===== src/rtl/imem_prog.sv =====
// ---------------------------------------------------------------------------
// imem_prog -- loadable instruction memory for the pipelined core
//
// This replaces the old fixed ROM that had a combinational read. Fetches come
// from the PC register and land in q one cycle later, where the IF/ID register
// picks them up. A sequential programming port loads the array word by word at
// run time through an auto-incrementing write pointer.
//
// Parameters:
//   N      instruction word width
//   AW     word-address width (addr = PC[AW+1:2])
//   DEPTH  words implemented, DEPTH <= 2**AW
//
// Ports:
//   clk            rising-edge clock
//   reset          asynchronous, active-high reset
//   addr           fetch word address
//   rd_en          fetch request
//   stall          hold q / q_valid / q_perr
//   q              registered instruction
//   q_valid        q answers the request issued on the previous cycle
//   q_perr         parity mismatch on the word in q
//   prog_start     enter load mode (restarts pointer and count)
//   prog_we        write prog_data at the write pointer
//   prog_data      word to load
//   prog_end       leave load mode
//   prog_par_flip  store inverted parity for this write (fault injection)
//   prog_busy      load mode active
//   prog_done      one-cycle pulse when a load completes
//   prog_count     words written by the current or last load
//
// Build option:
//   IMEM_PARITY_EN  when defined, each word carries an even-parity bit that is
//                   checked on every fetch. When undefined, q_perr is tied low
//                   and prog_par_flip is ignored.
// ---------------------------------------------------------------------------
module imem_prog #(
   parameter int N     = 32,
   parameter int AW    = 6,
   parameter int DEPTH = 64
) (
   input  logic          clk,
   input  logic          reset,
   input  logic [AW-1:0] addr,
   input  logic          rd_en,
   input  logic          stall,
   output logic [N-1:0]  q,
   output logic          q_valid,
   output logic          q_perr,
   input  logic          prog_start,
   input  logic          prog_we,
   input  logic [N-1:0]  prog_data,
   input  logic          prog_end,
   input  logic          prog_par_flip,
   output logic          prog_busy,
   output logic          prog_done,
   output logic [AW:0]   prog_count
);

   // Index width of the implemented array; narrower than AW when DEPTH is
   // smaller than the address space.
   localparam int IW  = (DEPTH > 1) ? $clog2(DEPTH) : 1;
   localparam int AW1 = AW + 1;
   localparam logic [IW-1:0] LAST = IW'(DEPTH - 1);

   typedef enum logic [1:0] {
      RUN  = 2'd0,
      LOAD = 2'd1,
      DONE = 2'd2
   } state_t;

   state_t state, state_nxt;

   // Even parity: the stored bit makes the total number of ones even.
   function automatic logic even_par(input logic [N-1:0] d);
      return ^d;
   endfunction

   // Storage. Contents are not reset; they start at zero and keep whatever was
   // loaded across a reset.
   logic [N-1:0] mem [DEPTH] = '{default: '0};

   logic [IW-1:0] ptr;
   logic [IW-1:0] raddr_p0;
   logic          in_range_p0;
   logic [N-1:0]  rdata_p0;
   logic          perr_p0;
   logic          rd_fire_p0;
   logic          wr_fire;

   logic [N-1:0]  q_p1;
   logic          vld_p1;
   logic          perr_p1;

   assign raddr_p0 = addr[IW-1:0];

   // Addresses past the implemented words read as zero instead of wrapping.
   generate
      if (DEPTH < (2 ** AW)) begin : g_partial
         assign in_range_p0 = ({1'b0, addr} < AW1'(DEPTH));
      end else begin : g_full
         assign in_range_p0 = 1'b1;
      end
   endgenerate

   // The write port is only live in LOAD and the read port only in RUN, so the
   // array never sees a read and a write in the same cycle.
   assign wr_fire    = (state == LOAD) && prog_we;
   assign rd_fire_p0 = (state == RUN) && !prog_start && !stall && rd_en;

   assign rdata_p0 = in_range_p0 ? mem[raddr_p0] : '0;

   always_ff @(posedge clk) begin
      if (wr_fire) begin
         mem[ptr] <= prog_data;
      end
   end

`ifdef IMEM_PARITY_EN
   logic par_mem [DEPTH] = '{default: 1'b0};

   always_ff @(posedge clk) begin
      if (wr_fire) begin
         par_mem[ptr] <= even_par(prog_data) ^ prog_par_flip;
      end
   end

   assign perr_p0 = in_range_p0 && (even_par(mem[raddr_p0]) != par_mem[raddr_p0]);
`else
   logic unused_par_flip;
   assign unused_par_flip = prog_par_flip;
   assign perr_p0         = 1'b0;
`endif

   // ---- state register ----
   always_ff @(posedge clk or posedge reset) begin
      if (reset) begin
         state <= RUN;
      end else begin
         state <= state_nxt;
      end
   end

   // ---- next-state logic ----
   always_comb begin
      state_nxt = state;
      case (state)
         RUN: begin
            if (prog_start) begin
               state_nxt = LOAD;
            end
         end
         LOAD: begin
            // A write into the last word ends the load even without prog_end.
            if (prog_end || (prog_we && (ptr == LAST))) begin
               state_nxt = DONE;
            end
         end
         DONE: begin
            state_nxt = RUN;
         end
         default: begin
            state_nxt = RUN;
         end
      endcase
   end

   // ---- state-decoded outputs ----
   always_comb begin
      prog_busy = 1'b0;
      prog_done = 1'b0;
      case (state)
         LOAD:    prog_busy = 1'b1;
         DONE:    prog_done = 1'b1;
         default: ;
      endcase
   end

   // ---- p0 -> p1: fetch register and load pointer ----
   always_ff @(posedge clk or posedge reset) begin
      if (reset) begin
         q_p1       <= '0;
         vld_p1     <= 1'b0;
         perr_p1    <= 1'b0;
         ptr        <= '0;
         prog_count <= '0;
      end else begin
         case (state)
            RUN: begin
               if (prog_start) begin
                  vld_p1     <= 1'b0;
                  ptr        <= '0;
                  prog_count <= '0;
               end else if (!stall) begin
                  vld_p1 <= rd_en;
                  if (rd_fire_p0) begin
                     q_p1    <= rdata_p0;
                     perr_p1 <= perr_p0;
                  end
               end
            end
            LOAD: begin
               vld_p1 <= 1'b0;
               if (prog_we) begin
                  ptr        <= ptr + IW'(1);
                  prog_count <= prog_count + AW1'(1);
               end
            end
            default: begin
               vld_p1 <= 1'b0;
            end
         endcase
      end
   end

   assign q       = q_p1;
   assign q_valid = vld_p1;
   assign q_perr  = perr_p1;

endmodule


===== config.mk =====
export PLATFORM = sky130hd
export DESIGN_NAME = imem_prog
export DESIGN_NICKNAME = d
export VERILOG_FILES = /design/src/rtl/imem_prog.sv
export SDC_FILE = /design/constraint.sdc
export NUM_CORES = 2
export LEC_CHECK = 0
export CORE_ASPECT_RATIO = 0.9
export CORE_MARGIN = 4
export CORE_UTILIZATION = 30
export CTS_BUF_LIST = sky130_fd_sc_hd__clkbuf_16
export DETAILED_ROUTE_END_ITERATION = 16
export PLACE_DENSITY_LB_ADDON = 0.08
export REMOVE_ABC_BUFFERS = 1
export SLEW_MARGIN = 20
export SYNTH_ARGS = -nofsm -noshare
export SYNTH_HDL_FRONTEND = slang
export SYNTH_SLANG_ARGS = --single-unit

===== constraint.sdc =====
create_clock -name clk -period 4.31 [get_ports clk]
set_input_delay 1.0775 -clock clk [delete_from_list [all_inputs] [get_ports clk]]
set_output_delay 1.0775 -clock clk [all_outputs]
set_load 0.01 [all_outputs]

## Yosys cells after proc, flatten, opt, wreduce, memory -nomap -nowiden

Memory sizes are Yosys's and may differ from the RTL's. A register that Yosys moved wholly into a read port is not among the register bits.
Index checks and enable logic that the tools add are counted.

| word-level totals | value |
|---|---|
| ROM bits | 0 |
| flip-flop bits (word level) | 16 |
| memory bits (writable) | 2048 |
| bits in latches | 0 |
| logic and storage cells | 45 |
| memories | 1 |

Memories:

| name | depth | width | read ports | clocked after Yosys merged registers in | write ports | RTL line | RTL |
|---|---|---|---|---|---|---|---|
| mem | 64 | 32 | 1 | 1 | 1 | 81 | `logic [N-1:0] mem [DEPTH] = '{default: '0};` |

| operators by class | value |
|---|---|
| $lt $le $gt $ge | 0 |
| add/sub/neg operators | 2 |
| shift operators | 0 |
| equality and inequality tests | 7 |
| div/mod/pow operators | 0 |
| reductions and logical operators | 13 |
| multiply operators | 0 |
| mux-type cells | 16 |
| bitwise logic cells | 2 |

Operator list:

| kind | count |
|---|---|
| $mux 7 | 2 |
| $pmux 7 s2 | 1 |
| $mux 6 | 2 |
| $pmux 6 s2 | 1 |
| $add 7x1->7 const B | 1 |
| $mux 1 | 7 |
| $add 6x1->6 const B | 1 |
| $eq 6x6->1 const B | 1 |
| $logic_and 1x1->1 | 5 |
| $mux 2 | 2 |
| $ne 2x2->1 const B | 2 |
| $pmux 2 s2 | 1 |
| $reduce_and 4->1 | 1 |
| $ne 3x3->1 const B | 1 |
| $reduce_and 3->1 | 1 |
| $eq 2x1->1 const B | 1 |
| $eq 2x2->1 const B | 1 |
| $logic_not 1->1 | 2 |
| $logic_not 2->1 | 1 |
| $ne 2x1->1 const B | 1 |
| $not 1->1 | 2 |
| $reduce_and 2->1 | 1 |
| $reduce_bool 2->1 | 1 |
| $logic_or 1x1->1 | 1 |

## Logic depth before layout (Yosys ltp)

| logic depth | value |
|---|---|
| depth in word-level cells | 5 |
| mapped depth | 12 |

## Worst setup path after synthesis

OpenSTA, ideal clock, no wires.

| timing path | value |
|---|---|
| kind | input -> register |
| start | input prog_we |
| end | memory mem[63][0], enable pin |
| stages on the path | 5 |
| data arrival time | 3184 ps |
| setup time | 421 ps |
| path buffers | 2 |
| setup slack | 705 ps |
| path through | and2_1 clkbuf_1 nand4_1 clkbuf_1 nor2_1 |

| between the ends | value |
|---|---|
| cells in the longest elaborated chain, start to end | 3 |

RTL lines:

| what | RTL line | RTL |
|---|---|---|
| start, declared | 51 | `input logic prog_we,` |
| $logic_and 1x1->1 | 108 | `assign wr_fire = (state == LOAD) && prog_we;` |
| $mux 1 | 114 | `if (wr_fire) begin` |
| $mux 1 (implied by the code) | 115 | `mem[ptr] <= prog_data;` |
| end, declared | 81 |  |

Every way passes these cells.

## Worst setup path after layout

| timing path | value |
|---|---|
| start | register state[0] |
| end | output prog_busy |

| between the ends | value |
|---|---|
| cells in the longest elaborated chain, start to end | 2 |

RTL lines:

| what | RTL line | RTL |
|---|---|---|
| start, declared | 72 | `state_t state, state_nxt;` |
| start signal, assigned | 140 | `state <= state_nxt;` |
| $eq 2x1->1 | 172 | `case (state)` |
| $mux 1 | 172 |  |
| end, declared | 55 | `output logic prog_busy,` |

Every way passes these cells.

==> flow_metrics.py <==
metrics = {
    "critical_path": {
        "rr_startpoint": "state[0]",
        "worstSetupStartpointType": "flop",
        "worstPathMaxFanout": 5,
        "cp-end-kind": "primary output",
        "cp_data_required_time_ps": 3230,
        "critical_path_class": "reg -> out",
        "crit_arrival_ps": 2280,
        "cp-startpoint": "state[0]",
    },
    "floorplan": {
        "num_io_pins": 89,
        "core_area_um2": 267100,
        "dieHeight_um": 499.2,
        "die-area_um2": 276400,
        "dieWidth_um": 553.8,
        "rows": 180,
        "initial_core_util_pct": 30.11,
    },
    "logic_synthesis": {
        "synth.most_common_cell": "edfxtp_1",
        "synth_enable_flop_cells": 2048,
        "ys_ff_latch": 2096,
        "synth_top_area_share_pct": 76.47,
        "synthArstFlopShare_pct": 2.290,
        "synthTopCellsByArea": "edfxtp_1 (76%), mux4_2 (8.8%), mux2i_1 (6.5%)",
        "avgSynthCellArea_um2": 20.80,
        "yosysSeqAreaShare_pct": 77.97,
        "synth_top_area_cell": "edfxtp_1",
        "synth_commonest_cells": "edfxtp_1 (2,048), mux2i_1 (520), mux4_2 (316)",
        "syn-cell-area_um2": 80420,
        "yosys_warnings": 0,
        "synthCells": 3867,
        "yosys.cell_types.count": 40,
        "synth_ff_type": "edfxtp_1",
    },
    "clock_tree": {
        "cts_buffers": 233,
        "cts_resized": 0,
        "hold_buffers": 0,
        "post_cts.repair.setup_buffers": 0,
        "h-tree-depth": 4,
        "cts_max_path_buffers": 4,
        "root_buffer": "clkbuf_16",
        "clk_latency_ps": 880,
        "clock_sinks": 2096,
        "cts_tree": "yes",
        "clk_pin_slew_ps": 60,
    },
    "worst_hold_path": {
        "min_path_type": "reg -> reg",
        "min_from": "q[14]",
    },
    "timing": {
        "hold_viol": 0,
        "max_slew_margin_pct": 30.14,
        "slew_viol_final": 0,
        "rsz0062_at_grt": "false",
        "worstMarginPinSlew_ps": 1048,
        "fin_crit_sh_pct": 77.93,
        "setup_violations": 0,
        "fin_skew_ps": 41.81,
        "post-route-min-period_ps": 3359,
        "fmax_mhz": 297.7,
    },
    "placement": {
        "gp_congestion": 0.7031,
        "place_area_um2": 87830,
        "place_inst": 7512,
        "hpwl_um": 124500,
        "numPortBuffers": 86,
    },
    "global_routing": {
        "grt_antenna_before_repair": 16,
        "grt_start_max_net_pins": 65,
        "grt_pass1_vias": 39820,
        "grt_pass1_wl_um": 311500,
        "grt.total_usage_pct": 15.63,
        "grt_overflow": 0,
    },
    "final_layout": {
        "multi_input_area_um2": 17180,
        "syn_to_final_growth_pct": 18.32,
        "final-seq-area_um2": 62700,
        "fin_cells": 7944,
        "nets": 4247,
        "drive_gt1_share_pct": 22.48,
        "nFillCells": 24850,
        "postLayoutCellArea_um2": 95150,
    },
    "power_and_ir_drop": {
        "pwr-share-comb_pct": 6.2,
        "leakagePower_nw": 31.11,
        "powerDensity_nw_per_um2": 470.3,
        "ir_drop_mv": 0.3236,
        "p_int_mw": 34.79,
        "p_seq_share_pct": 51.3,
        "sw_frac_of_total_pct": 22.25,
        "power_switching_mw": 9.958,
        "clkPwrFrac_pct": 42.5,
    },
    "route": {
        "wl_met2_um": 104600,
        "routed-wl-met3_um": 7953,
        "wirelength_um": 219500,
        "antenna_left": 0,
        "drt-initial-drc-count": 2835,
        "routed.top_layer": "met5",
        "drc": 0,
        "viasPerCell": 4.835,
        "first_pass_iters": 5,
        "drt-met1-wl_um": 102000,
        "wire_per_inst_um": 27.63,
        "vias": 38410,
    },
    "flow_run": {
        "maxCapViolCount": 0,
    },
    "status": {
        "outcome": "complete, no violations",
    },
}
## final cells by class
| type | instances | share of cell area [%] |
|---|---|---|
| diodes | 9 | 0.02367 |
| clock buffers | 237 | 6.233 |
| inverters | 2 | 0.009205 |
| clock inverters | 185 | 1.397 |
| well taps | 3549 | 4.667 |
| multi-input cells | 1543 | 18.05 |
| flip-flops and latches | 2096 | 65.90 |
| repair buffers | 323 | 3.721 |
## power groups by stage
stage,logic (mW),clock network [mW],registers [mW]
2_1_floorplan,1.02,0,23.3
3_3_place_gp,2.80,0,23.4
3_5_place_dp,2.81,0,23.4
4_1_cts,2.82,19.7,23.0
5_1_grt,2.97,20.6,23.0
6_report,2.76,19.0,23.0
## worst max-delay path, stage by stage, from the launching register on
cell,delay (ps)
dfrtp_1,410
inv_1,100
nor2_1,310
clkdlybuf4s50_1,630
## through the flow
step / TNS (ps) / worst slack [ps] / util, % / power [mW] / hold slack, ps
after CTS: 0 / 854.7 / 35.60 / 45.53 / 483.7
after global routing: 0 / 805.8 / 35.61 / 46.53 / 506.2
after detailed placement: 0 / 406.0 / 32.88 / 26.26 / 470.0
final: 0 / 951.1 / 35.62 / 44.75 / 483.0
after floorplan: -72450 / -2317 / - / 24.29 / 499.4
after global placement: 0 / 381.6 / 32.88 / 26.24 / 468.1
## layout by cell type (no fill, tap or decap), types with 52 or more instances in the layout
| master | count |
|---|---|
| a22oi_1 | 229 |
| and3_1 | 55 |
| buf_12 | 83 |
| buf_4 | 161 |
| clkbuf_16 | 237 |
| clkinv_1 | 53 |
| clkinv_2 | 52 |
| edfxtp_1 | 2048 |
| inv_1 | 53 |
| mux2i_1 | 520 |
| mux4_2 | 316 |
| nand2_1 | 56 |
| nand3_1 | 52 |
| nor2_4 | 67 |
## worst paths after layout
| path | end | slack (ps) | cells after the start |
|---|---|---|---|
| worst max register to register | mem[27][1] | 1340 | 6 |
| worst max-delay path | prog_busy | 950 | 3 |
| worst min register to register | q[14] | 480 | 2 |
| min in group asynchronous | q[10] | 630 | 2 |
| worst min-delay path | q[14] | 480 | 2 |
| max in group asynchronous | q_valid | 2980 | 3 |
## flip-flops by register name (all words and copies together), names as in the netlist
name and count:
mem 2048, ptr 6, prog_count 7, q 32
q_valid 1, state 2
## cells by family (layout without fill, tap and decap cells)
logic type	after synthesis	in the layout	share of synthesized area (%)
AOI/OAI and AO/OA	395	395	3.493
xor gates and xnor gates	5	5	0.05445
muxes	836	836	15.32
buffers and inverters	228	747	1.340
adders and majority gates	2	2	0.03111
other	1	10	0.004663
DFF	2096	2096	77.97
and+or+nand+nor	304	304	1.789
## metal layers
| layer | up-vias | global-route usage (%) |
|---|---|---|
| met5 | - | 0 |
| met4 | 2 | 3.530 |
| met3 | 309 | 2.545 |
| met2 | 660 | 25.42 |
| met1 | 20630 | 22.04 |
| li1 | 16820 | - |
No activity file was read; power rests on OpenSTA's default activity.
